File: src/rtl/axi_tb_pkg.sv
// Shared types and constants for the AXI read-burst generator: FSM states,
// AXI encodings, LFSR seeds/taps and the LFSR step function.
package axi_tb_pkg;

  typedef enum logic [1:0] {
    ST_IDLE  = 2'd0,
    ST_ISSUE = 2'd1,
    ST_DRAIN = 2'd2,
    ST_DONE  = 2'd3
  } state_e;

  localparam logic [1:0]  AXI_BURST_INCR = 2'b01;
  localparam logic [1:0]  AXI_RESP_OKAY  = 2'b00;

  localparam logic [15:0] LFSR_SEED  = 16'hACE1;
  localparam logic [15:0] LFSR2_SEED = 16'h1D2C;
  // Right-shifting Fibonacci form of x^16+x^14+x^13+x^11+1: taps at bits 0,2,3,5.
  localparam logic [15:0] LFSR_TAPS  = 16'h002D;

  function automatic logic [15:0] lfsr_next(input logic [15:0] s);
    return {^(s & LFSR_TAPS), s[15:1]};
  endfunction

endpackage

File: src/rtl/axi_ostd_fifo.sv
// Tracking FIFO for outstanding read bursts; DEPTH must be a power of two so
// the pointers wrap naturally.
module axi_ostd_fifo #(
  parameter int WIDTH = 8,
  parameter int DEPTH = 4
) (
  input  logic             aclk,
  input  logic             srst,
  input  logic             push,
  input  logic [WIDTH-1:0] din,
  input  logic             pop,
  output logic [WIDTH-1:0] dout,
  output logic             full,
  output logic             empty
);

  localparam int PTR_W = $clog2(DEPTH);

  logic [WIDTH-1:0] mem [DEPTH];
  logic [PTR_W-1:0] wr_ptr;
  logic [PTR_W-1:0] rd_ptr;
  logic [PTR_W:0]   count;
  logic             do_push;
  logic             do_pop;

  assign do_push = push && !full;
  assign do_pop  = pop && !empty;

  always_ff @(posedge aclk) begin
    if (srst) begin
      wr_ptr <= '0;
      rd_ptr <= '0;
      count  <= '0;
    end else begin
      if (do_push) wr_ptr <= wr_ptr + PTR_W'(1);
      if (do_pop)  rd_ptr <= rd_ptr + PTR_W'(1);
      case ({do_push, do_pop})
        2'b10:   count <= count + (PTR_W+1)'(1);
        2'b01:   count <= count - (PTR_W+1)'(1);
        default: ;
      endcase
    end
  end

  // NOTE: storage is deliberately not reset; count/pointers alone define validity.
  always_ff @(posedge aclk) begin
    if (do_push) mem[wr_ptr] <= din;
  end

  assign dout  = mem[rd_ptr];
  assign full  = (count == (PTR_W+1)'(DEPTH));
  assign empty = (count == '0);

endmodule

File: src/rtl/axi_mst_rd_gen.sv
// AXI read-master traffic generator: issues LFSR-shaped INCR bursts, tracks them
// in order and counts response errors. Define MST_RREADY_RAND_EN for random RREADY.
module axi_mst_rd_gen #(
  parameter int AXI_ADDR_W      = 32,
  parameter int AXI_ID_W        = 4,
  parameter int AXI_DATA_W      = 32,
  parameter int MST_OSTDREQ_NUM = 4
) (
  input  logic                  aclk,
  input  logic                  srst,
  input  logic                  in_start,
  input  logic [7:0]            in_txn_num,
  output logic                  out_busy,
  output logic                  out_done,
  output logic [7:0]            out_err_cnt,
  output logic                  out_arvalid,
  input  logic                  in_arready,
  output logic [AXI_ADDR_W-1:0] out_araddr,
  output logic [3:0]            out_arlen,
  output logic [2:0]            out_arsize,
  output logic [1:0]            out_arburst,
  output logic [AXI_ID_W-1:0]   out_arid,
  input  logic                  in_rvalid,
  output logic                  out_rready,
  input  logic [AXI_ID_W-1:0]   in_rid,
  input  logic [1:0]            in_rresp,
  input  logic [AXI_DATA_W-1:0] in_rdata,
  input  logic                  in_rlast
);

  import axi_tb_pkg::*;

  localparam int FIFO_W = AXI_ID_W + 4;

  state_e              state_q, state_d;
  logic [7:0]          txn_num_q;
  logic [7:0]          issued_q;
  logic [7:0]          err_cnt_q;
  logic [15:0]         lfsr_q;
  logic [4:0]          beat_q;
  logic                fifo_full, fifo_empty;
  logic [FIFO_W-1:0]   head;
  logic [AXI_ID_W-1:0] head_id;
  logic [3:0]          head_len;
  logic                start_ok, ar_hs, r_hs, r_err, fifo_pop;
  logic                unused_ok;

  assign start_ok = in_start && (state_q == ST_IDLE || state_q == ST_DONE);
  assign ar_hs    = out_arvalid && in_arready;
  assign r_hs     = in_rvalid && out_rready;

  // NOTE: sequential state uses non-blocking assignments so every register sees pre-edge values.
  always_ff @(posedge aclk) begin
    if (srst) state_q <= ST_IDLE;
    else      state_q <= state_d;
  end

  // NOTE: all outputs of this block get a default first so no latch is inferred.
  always_comb begin
    state_d     = state_q;
    out_busy    = 1'b0;
    out_done    = 1'b0;
    out_arvalid = 1'b0;
    case (state_q)
      ST_IDLE: if (in_start) state_d = ST_ISSUE;
      ST_ISSUE: begin
        out_busy    = 1'b1;
        out_arvalid = (issued_q < txn_num_q) && !fifo_full;
        if (issued_q == txn_num_q) state_d = ST_DRAIN;
      end
      ST_DRAIN: begin
        out_busy = 1'b1;
        if (fifo_empty) state_d = ST_DONE;
      end
      ST_DONE: begin
        out_done = 1'b1;
        if (in_start) state_d = ST_ISSUE;
      end
      default: state_d = ST_IDLE;
    endcase
  end

  // Payload is a pure function of registers that only move on a handshake, so it holds under backpressure.
  assign out_araddr  = AXI_ADDR_W'(issued_q) << 6;
  assign out_arlen   = lfsr_q[3:0];
  assign out_arid    = lfsr_q[AXI_ID_W+3:4];
  assign out_arsize  = 3'($clog2(AXI_DATA_W/8));
  assign out_arburst = AXI_BURST_INCR;
  assign out_err_cnt = err_cnt_q;

  assign head_id  = head[FIFO_W-1:4];
  assign head_len = head[3:0];

  // One error per offending beat regardless of how many checks it trips.
  assign r_err = fifo_empty
              || (in_rid != head_id)
              || (in_rresp != AXI_RESP_OKAY)
              || ( in_rlast && (beat_q != {1'b0, head_len}))
              || (!in_rlast && (beat_q == {1'b0, head_len}));

  assign fifo_pop = r_hs && in_rlast && !fifo_empty;

  always_ff @(posedge aclk) begin
    if (srst) begin
      txn_num_q <= '0;
      issued_q  <= '0;
      err_cnt_q <= '0;
      lfsr_q    <= LFSR_SEED;
      beat_q    <= '0;
    end else begin
      if (start_ok) begin
        txn_num_q <= in_txn_num;
        issued_q  <= '0;
      end else if (ar_hs) begin
        issued_q <= issued_q + 8'd1;
      end
      if (ar_hs) lfsr_q <= lfsr_next(lfsr_q);
      if (r_hs)  beat_q <= in_rlast ? 5'd0 : beat_q + 5'd1;
      if (start_ok)
        err_cnt_q <= '0;
      else if (r_hs && r_err && err_cnt_q != 8'hFF)
        err_cnt_q <= err_cnt_q + 8'd1;
    end
  end

  axi_ostd_fifo #(
    .WIDTH (FIFO_W),
    .DEPTH (MST_OSTDREQ_NUM)
  ) u_fifo (
    .aclk  (aclk),
    .srst  (srst),
    .push  (ar_hs),
    .din   ({out_arid, out_arlen}),
    .pop   (fifo_pop),
    .dout  (head),
    .full  (fifo_full),
    .empty (fifo_empty)
  );

`ifdef MST_RREADY_RAND_EN
  logic [15:0] lfsr2_q;

  always_ff @(posedge aclk) begin
    if (srst) lfsr2_q <= LFSR2_SEED;
    else      lfsr2_q <= lfsr_next(lfsr2_q);
  end

  assign out_rready = out_busy && lfsr2_q[0];
`else
  assign out_rready = out_busy;
`endif

  // Read data is intentionally not inspected.
  assign unused_ok = ^in_rdata;

endmodule

File: config.mk
export PLATFORM = sky130hd
export DESIGN_NAME = axi_mst_rd_gen
export DESIGN_NICKNAME = d
export VERILOG_FILES = /design/src/rtl/axi_tb_pkg.sv /design/src/rtl/axi_ostd_fifo.sv /design/src/rtl/axi_mst_rd_gen.sv
export SDC_FILE = /design/constraint.sdc
export NUM_CORES = 1
export LEC_CHECK = 0
export ABC_AREA = 0
export BUFFER_PORTS_ARGS = -buffer_cell sky130_fd_sc_hd__buf_2
export CAP_MARGIN = 20
export CORE_AREA = 2 2 91 115
export CTS_CLUSTER_DIAMETER = 40
export DETAILED_ROUTE_END_ITERATION = 10
export DIE_AREA = 0 0 93 117
export HOLD_SLACK_MARGIN = 0.03
export PLACE_DENSITY = 0.7
export SYNTH_ARGS = -nofsm -noshare
export SYNTH_HDL_FRONTEND = slang
export SYNTH_SLANG_ARGS = --single-unit
File: constraint.sdc
create_clock -name aclk -period 7.7 [get_ports aclk]
set_clock_uncertainty 0.2 [all_clocks]
set_input_delay 1.54 -clock aclk [delete_from_list [all_inputs] [get_ports aclk]]
set_output_delay 1.54 -clock aclk [all_outputs]
set_load 0.005 [all_outputs]
# Yosys cells after proc, flatten, opt, wreduce, memory -nomap -nowiden
# Memories as Yosys holds them, arrays and structs flattened. A register that Yosys moved wholly into a read port is not among the register bits.
# Index checks and enable logic that the tools add are counted.
classes:
  n_addsub: 7
  order_cmp: 1
  n_eq_ne: 14
  muxes: 13
  reduce_logical: 29
op_table:
  columns: ["cell", "count"]
  rows:
  - ["$add 8x1->8 const B", 2]
  - ["$reduce_xor 16->1", 1]
  - ["$logic_and 1x1->1", 12]
  - ["$mux 2", 5]
  - ["$eq 8x8->1", 1]
  - ["$lt 8x8->1", 1]
  - ["$ne 8x8->1 const B", 1]
  - ["$eq 2x2->1 const B", 3]
  - ["$pmux 2 s3", 1]
  - ["$pmux 3 s2", 1]
  - ["$reduce_or 2->1", 3]
  - ["$add 5x1->5 const B", 1]
  - ["$eq 5x4->1", 1]
  - ["$logic_or 1x1->1", 5]
  - ["$mux 1", 5]
  - ["$mux 5", 1]
  - ["$ne 5x4->1", 1]
  - ["$add 2x1->2 const B", 2]
  - ["$eq 2x1->1 const B", 2]
  - ["$ne 2x2->1 const B", 2]
  - ["$ne 4x4->1", 1]
  - ["$reduce_bool 2->1", 2]
  - ["$add 3x1->3 const B", 1]
  - ["$eq 3x3->1 const B", 1]
  - ["other kinds (6)", 8]
word_totals:
  reg_bits: 54
  ram_bits: 32
  in_bits: 52
  elab_cells: 74
  memories: 1
mem_list:
  columns: ["name", "depth", "word_bits", "read_ports", "rd_ports_with_merged_regs", "wr", "line", "text"]
  rows:
  - ["u_fifo.mem", 4, 8, 1, 1, 1, "axi_ostd_fifo.sv:19", "logic [WIDTH-1:0] mem [DEPTH];"]

# Logic depth before layout (Yosys ltp)
# Gate-level depths: netlist of run 1.
logic_depth:
  word_depth: 9
  mapped_depth: 15
  ltp_nobuf: 13

# By module
# A second synthesis of run 1 with hierarchy kept.
hier_totals:
  hier_cells: 407
  hier_area_um2: 4291.6
by_module_without_submodules:
  columns: ["module", "instances", "cells_per_inst", "area_each_um2", "seq_area_each_um2"]
  rows:
  - ["axi_mst_rd_gen", 1, 311, 2656.3, 940.9]
  - ["axi_ostd_fifo", 1, 96, 1635.3, 1141.1]

# Least setup slack after synthesis of run 1
# Ideal clock, no wire load.
synth_path:
  kind: "input port to flip-flop"
  from: "input in_arready"
  to: "register u_fifo.count[2]"
  setup_time_ps: 70
  arrival_ps: 3373
  slack_ps: 4057
  stages: 10
  path_buffers: 2
  cell_sequence: "and2_1 -> buf_2 -> inv_1 -> clkbuf_1 -> ha_1 -> inv_1 -> fa_1 -> xor2_1 -> or3_1 -> a21oi_1"
synth_between:
  elab_chain_cells: 4
synth_rtl:
  columns: ["element", "line", "text"]
  rows:
  - ["from (decl)", "axi_mst_rd_gen.sv:17", "input logic in_arready,"]
  - ["$logic_and 1x1->1 (*)", "axi_mst_rd_gen.sv:49", "assign ar_hs = out_arvalid && in_arready;"]
  - ["$logic_and 1x1->1 (*)", "axi_ostd_fifo.sv:26", "assign do_push = push && !full;"]
  - ["$eq 2x1->1 or $eq 2x2->1 (tied branches)", "axi_ostd_fifo.sv:37", "case ({do_push, do_pop})"]
  - ["$pmux 3 s2 or $reduce_bool 2->1 (tied branches)", null, null]
  - ["to (signal assigned)", "axi_ostd_fifo.sv:38", "2'b10: count <= count + (PTR_W+1)'(1);"]
  - ["to (signal assigned)", "axi_ostd_fifo.sv:39", "2'b01: count <= count - (PTR_W+1)'(1);"]
  - ["to (decl)", "axi_ostd_fifo.sv:22", "logic [PTR_W:0] count;"]
# Every way passes the cells marked *; elsewhere a longest branch is shown, timed or not.
# A chain may end at the register's enable or synchronous reset.

# Final worst setup path of run 1
layout_path:
  from: "register issued_q[2]"
  to: "register u_fifo.count[2]"
layout_between:
  elab_chain_cells: 7
layout_rtl:
  columns: ["element", "line", "text"]
  rows:
  - ["from (decl)", "axi_mst_rd_gen.sv:37", "logic [7:0] issued_q;"]
  - ["from (signal assigned)", "axi_mst_rd_gen.sv:115", "issued_q <= issued_q + 8'd1;"]
  - ["$lt 8x8->1 (*)", "axi_mst_rd_gen.sv:68", "out_arvalid = (issued_q < txn_num_q) && !fifo_full;"]
  - ["$logic_and 1x1->1 (*)", "axi_mst_rd_gen.sv:68", null]
  - ["$mux 1 (*)", "axi_mst_rd_gen.sv:64", "case (state_q)"]
  - ["$logic_and 1x1->1 (*)", "axi_mst_rd_gen.sv:49", null]
  - ["$logic_and 1x1->1 (*)", "axi_ostd_fifo.sv:26", null]
  - ["$eq 2x1->1 or $eq 2x2->1 (tied branches)", "axi_ostd_fifo.sv:37", null]
  - ["$pmux 3 s2 or $reduce_bool 2->1 (tied branches)", null, null]
# Marked as above.

==> results of run 1 <==
==> worst register-to-register path: cells and delay by family (launching register included) <==
kind | cells | cell delay (ns)
fa+ha+maj | 3 | 0.83
xor+xnor | 1 | 0.07
buf+inv | 2 | 0.56
simple gates | 2 | 1.14
compound gates | 4 | 0.84
flops | 1 | 0.44
==> Yosys cell counts, types with 2 or more instances <==
library cell,instances
buf_6,2
and3_1,8
a21oi_1,19
edfxtp_1,32
ha_1,19
buf_2,3
mux4_1,5
and3_2,2
nand4_1,9
a41o_2,3
or3_1,2
nor3_1,8
buf_4,39
a21o_1,2
mux4_2,2
mux2i_1,10
nand3b_1,2
o31ai_1,3
nor2_1,34
dfxtp_1,56
inv_1,23
and2_1,6
nand3_1,16
conb_1,2
nand2_1,38
xnor2_1,13
o21ai_0,6
xor2_1,13
clkbuf_1,8
a31oi_1,4
nand2b_1,3
a211o_1,5
==> logic make-up after synthesis <==
kind of cell	share of synthesized area (%)
other	0.1744
DFF	48.34
muxes	6.682
buffers and inverters	10.69
xor gates and xnor gates	5.288
adders and majority gates	5.985
and+or+nand+nor	15.31
AOI/OAI and AO/OA	7.525
==> power groups by stage <==
| stage | Sequential, uW | Clock [uW] | Combinational [uW] |
|---|---|---|---|
| 6_report | 578 | 382 | 316 |
| 5_1_grt | 585 | 408 | 361 |
| 4_1_cts | 578 | 389 | 319 |
| 3_3_place_gp | 585 | 0 | 306 |
| 3_5_place_dp | 588 | 0 | 316 |
| 2_1_floorplan | 575 | 0 | 270 |
==> per-layer routing <==
| layer | global-route usage, % | vias to the layer above | wire length (um) |
|---|---|---|---|
| li1 | - | 1437 | - |
| met2 | 25.99 | 69 | 3866 |
| met3 | 2.625 | 12 | 268 |
| met1 | 18.33 | 1381 | 3487 |
| met4 | 7.647 | 0 | 163 |
| met5 | 0 | - | 0 |
==> flip-flops by register name, summed over array words and instances, names as in the netlist, named ones only <==
name	cells
beat_q	5
issued_q	8
lfsr_q	16
out_err_cnt	8
state_q	2
txn_num_q	8
u_fifo.count	3
u_fifo.mem	32
u_fifo.rd_ptr	2
u_fifo.wr_ptr	2
==> cell type report <==
| type | count | area (um2) | area share [%] |
|---|---|---|---|
| clock inverters | 4 | 21.27 | 0.4537 |
| multi-input cells | 276 | 1866 | 39.79 |
| repair buffers | 47 | 235.2 | 5.017 |
| clock buffers | 12 | 236.5 | 5.044 |
| inverters | 23 | 86.33 | 1.841 |
| well taps | 129 | 161.4 | 3.443 |
| flip-flops and latches | 88 | 2082 | 44.41 |
==> per-stage QoR <==
stage	power (uW)	worst slack [ns]
6_report	1276	3.546
5_1_grt	1354	3.160
4_1_cts	1286	3.524
3_5_place_dp	904.5	3.318
3_3_place_gp	891.8	3.362
2_1_floorplan	845.7	4.057
==> worst paths after layout <==
| kind | startpoint | to | slack [ns] | depth (start not counted) |
|---|---|---|---|---|
| hold reg to reg | txn_num_q[4]$_SDFFE_PP0P_ | txn_num_q[4]$_SDFFE_PP0P_ | 0.26 | 2 |
| setup reg to reg | issued_q[2]$_SDFFE_PP0N_ | u_fifo.count[2]$_SDFFE_PP0P_ | 3.55 | 12 |
| hold / removal | txn_num_q[4]$_SDFFE_PP0P_ | txn_num_q[4]$_SDFFE_PP0P_ | 0.26 | 2 |
| setup / recovery | issued_q[2]$_SDFFE_PP0N_ | u_fifo.count[2]$_SDFFE_PP0P_ | 3.55 | 12 |
==> run_results.csv, run 1 <==
group,metric,value,unit
run_status,status,"completed",
layout,drive_gt1_share,16.22,%
logic_synthesis,yosysWarnings,0,
power_and_ir_drop,ir_drop,0.0001305,V
drt,drc_errors,0,
logic_synthesis,synth.avg_cell_area,10.43,um2
drt,dr.first_iter.drc_count,148,
clocking,insertion_delay,0.34,ns
logic_synthesis,synth_edf_count,32,
power_and_ir_drop,power.density,272.2,nW/um2
worst_setup_path,arrival,4.22,ns
power_and_ir_drop,swShare,31.11,%
placement,post-place-cells,563,
sta,slew_headroom,31.44,%
drt,postRouteAntennaNets,0,
global_route,grtUsageTotal,15.11,%
clocking,cts_root_buf,"clkbuf_16",
worst_hold_path,holdCritPathClass,"flip-flop to flip-flop",
drt,wl_per_cell,13.45,um
logic_synthesis,ys_ff_latch,88,
placement,place.gp.congestion,0.7944,
global_route,grt_max_degree,38,
logic_synthesis,yosys.area.top_type_share,26.03,%
global_route,grt-ovfl-total,0,
global_route,grt_pass1_wl,12.93,mm
worst_setup_path,critPathBufInv,2,
die,io_pins,109,
power_and_ir_drop,pwr-share-seq,45.3,%
worst_setup_path,start_kind,"flip-flop",
sta,holdWs,0.2571,ns
sta,setup_viol,0,
die,die_y,117,um
job,drv_cap,0,
worst_setup_path,path_class,"flip-flop to flip-flop",
layout,final_area,4688,um2
power_and_ir_drop,clkPwrFrac,30.0,%
power_and_ir_drop,internal_power,879.2,uW
sta,rsz0062_at_grt,"no",
die,num_rows,41,
logic_synthesis,synth_flop_cell,"dfxtp_1",
worst_setup_path,cp-end-kind,"flip-flop",
layout,final_cell_mix,"56 x dfxtp_1, 47 x buf_2, 38 x nand2_1",
clocking,cts_tree,"built",
clocking,hold_buffers,0,
drt,routed_wl,7.785,mm
layout,diodes,0,
logic_synthesis,ys_types,48,
logic_synthesis,async_flop_share,0,%
worst_setup_path,slowest_stage,"and2_1",
clocking,cts_buffers,9,
worst_setup_path,critPathMaxFanout,26,
clocking,cts_resized,0,
layout,fin_cells,579,
sta,fin_tns_setup,0,ns
logic_synthesis,ys_seq_area_share,48.34,%
worst_setup_path,worstPathRequired,7.77,ns
die,start_util,43.72,%
sta,fmax,0.2407,GHz
drt,post_drt_via_cell_ratio,5.007,
logic_synthesis,syn_inst,413,
clocking,cts_setup_buffers,0,
global_route,grt_pass1_vias,2722,
layout,area_growth,8.861,%
placement,io_buffers,47,
power_and_ir_drop,p_leak,0.001854,uW
sta,min_period_over_period,53.95,%
logic_synthesis,synth_area_leaders,"dfxtp_1 26%, edfxtp_1 22%, buf_4 6.8%",
drt,num_vias,2899,
clocking,cts.path.max_buffers,2,
sta,hold_viol_final,0,
power_and_ir_drop,power_switching,397.0,uW
sta,tightest_slew,1.028,ns
clocking,clock-sinks,88,
worst_setup_path,cp_top_family,"simple AND/OR/NAND/NOR gates",
worst_setup_path,crit_path_max_incr_delay,0.83,ns
power_and_ir_drop,comb_power_share,24.8,%
global_route,antenna_found_initial,0,
layout,utilization,47.60,%
sta,fin_crit,4.154,ns
layout,final_nets,517,
die,die-area,10880,um2
drt,first_pass_iters,6,
placement,placed_area,4431,um2
layout,final_common_cell,"dfxtp_1",
logic_synthesis,post-synth-top-area-cell,"dfxtp_1",
placement,dp_hpwl,5.521,mm
die,core_area,9849,um2
logic_synthesis,syn-cell-area,4307,um2
clocking,cts.clk_slew.worst_paths,0.06,ns
die,die_width,93,um
layout,fillers,907,
clocking,htree_levels,3,
worst_setup_path,cp_cell_sequence,"ha_1 > a21o_1 > a211oi_1 > o221a_2 > and2_1 > inv_1 > ha_1 > inv_1 > fa_1 > xor2_1 > or3_1 > a21oi_1",
sta,drv_slew,0,
(Power assumes the default switching activity.)
==> run 2: changes to the inputs <==
==> constraint.sdc (replaced) <==
create_clock -name aclk -period 3.9 [get_ports aclk]
set_clock_uncertainty 0.2 [all_clocks]
set_input_delay 0.78 -clock aclk [delete_from_list [all_inputs] [get_ports aclk]]
set_output_delay 0.78 -clock aclk [all_outputs]
set_load 0.005 [all_outputs]
==> run_results.csv, run 2 (same netlist as run 1, synthesis figures left out) <==
group,metric,value,unit
run_status,status,"completed",
global_route,grt_pass1_vias,2794,
power_and_ir_drop,power.density,552.2,nW/um2
clocking,cts_setup_buffers,0,
placement,post-place-cells,566,
clocking,cts.path.max_buffers,2,
clocking,cts_buffers,9,
clocking,cts_tree,"built",
drt,routed_wl,7.744,mm
layout,area_growth,10.26,%
layout,largest_reg_flops,32,
layout,fin_cells,582,
sta,fmax,0.3215,GHz
layout,diodes,0,
placement,io_buffers,47,
layout,fillers,885,
drt,first_pass_iters,4,
layout,top_regs,"u_fifo.mem: 32 flops, lfsr_q: 16 flops",
worst_setup_path,path_class,"flip-flop to flip-flop",
clocking,htree_levels,3,
layout,final_nets,520,
die,num_rows,41,
worst_setup_path,cp-end-kind,"flip-flop",
drt,post_drt_via_cell_ratio,5.043,
die,die_y,117,um
die,die-area,10880,um2
drt,num_vias,2935,
job,drv_cap,0,
sta,fin_tns_setup,0,ns
worst_setup_path,worstPathRequired,3.96,ns
clocking,cts.clk_slew.worst_paths,0.06,ns
global_route,grtUsageTotal,14.88,%
die,start_util,43.72,%
global_route,antenna_found_initial,0,
drt,drc_errors,0,
die,io_pins,109,
layout,drive_gt1_share,17.44,%
worst_setup_path,critPathMaxFanout,12,
placement,dp_hpwl,5.641,mm
worst_setup_path,r2r-start,"state_q[0]$_SDFFE_PP0P_",
sta,slew_headroom,57.28,%
power_and_ir_drop,p_leak,0.001885,uW
sta,tightest_slew,0.6408,ns
sta,drv_slew,0,
die,core_area,9849,um2
clocking,hold_buffers,0,
drt,dr.first_iter.drc_count,203,
clocking,clock-sinks,88,
drt,postRouteAntennaNets,0,
clocking,insertion_delay,0.34,ns
layout,registers.top_by_ff_count,"u_fifo.mem",
global_route,grt_pass1_wl,12.68,mm
global_route,grt_max_degree,38,
sta,fin_crit,3.111,ns
sta,setup_viol,0,
sta,hold_viol_final,0,
global_route,grt-ovfl-total,0,
clocking,cts_resized,0,
worst_setup_path,crit_path_start,"state_q[0]$_SDFFE_PP0P_",
sta,min_period_over_period,79.76,%
layout,final_cell_mix,"56 x dfxtp_1, 47 x buf_2, 38 x nand2_1",
sta,rsz0062_at_grt,"no",
worst_setup_path,arrival,3.17,ns
placement,place.gp.congestion,0.7772,
worst_hold_path,holdCritStartpoint,"txn_num_q[4]$_SDFFE_PP0P_",
worst_hold_path,holdCritPathClass,"flip-flop to flip-flop",
power_and_ir_drop,ir_drop,0.0002836,V
die,die_width,93,um
worst_setup_path,start_kind,"flip-flop",
clocking,cts_root_buf,"clkbuf_16",
layout,final_common_cell,"dfxtp_1",
drt,wl_per_cell,13.31,um
[run 2: final timing paths]
check | to | slack (ns) | cells past startpoint
setup / recovery | u_fifo.count[2]$_SDFFE_PP0P_ | 0.79 | 12
hold / removal | txn_num_q[4]$_SDFFE_PP0P_ | 0.26 | 2
setup reg to reg | u_fifo.count[2]$_SDFFE_PP0P_ | 0.79 | 12
hold reg to reg | txn_num_q[4]$_SDFFE_PP0P_ | 0.26 | 2
[run 2: area by class of cell]
type | count | area (um2) | share of cell area [%]
well taps | 129 | 161.4 | 3.399
flip-flops and latches | 88 | 2082 | 43.85
clock buffers | 9 | 225.2 | 4.743
inverters | 23 | 86.33 | 1.818
multi-input cells | 276 | 1866 | 39.29
clock inverters | 7 | 70.07 | 1.476
repair buffers | 50 | 257.7 | 5.428
[run 2: where the power goes]
| group | total [uW] | internal, uW | switching [uW] |
|---|---|---|---|
| Combinational | 639 | 263 | 376 |
| Clock | 843 | 495 | 348 |
| Sequential | 1140 | 1060 | 81.4 |
[run 2: through the flow]
stage / instance area, um2 / power, uW / worst slack (ns) / hold slack [ns] / utilization, %
after detailed placement: 4453 / 1800 / 0.7955 / 0.2478 / 45.21
after CTS: 4748 / 2648 / 0.7768 / 0.2560 / 48.21
after global placement: 4453 / 1775 / 0.8631 / 0.2376 / 45.21
after floorplan: 4408 / 1670 / 0.5996 / 0.2267 / -
final: 4748 / 2622 / 0.7892 / 0.2568 / 48.21
after global routing: 4748 / 2780 / 0.5890 / 0.2718 / 48.21
[run 2: metal layers]
layer	track usage (%)	up-vias	part of all wire (%)
met3	3.777	9	3.9
met1	16.67	1419	42
li1	-	1447	-
met2	26.43	60	52
met5	0	-	0
met4	7.353	0	2.0
[run 2: critical path: stages, from the launching register on]
cell	delay, ns
dfxtp_1	0.40
inv_1	0.06
ha_1	0.44
nor2b_1	0.19
buf_4	0.18
nand2_1	0.09
nor2_1	0.21
ha_1	0.23
inv_1	0.06
fa_1	0.37
xor2_1	0.16
or3_1	0.31
a21oi_1	0.15
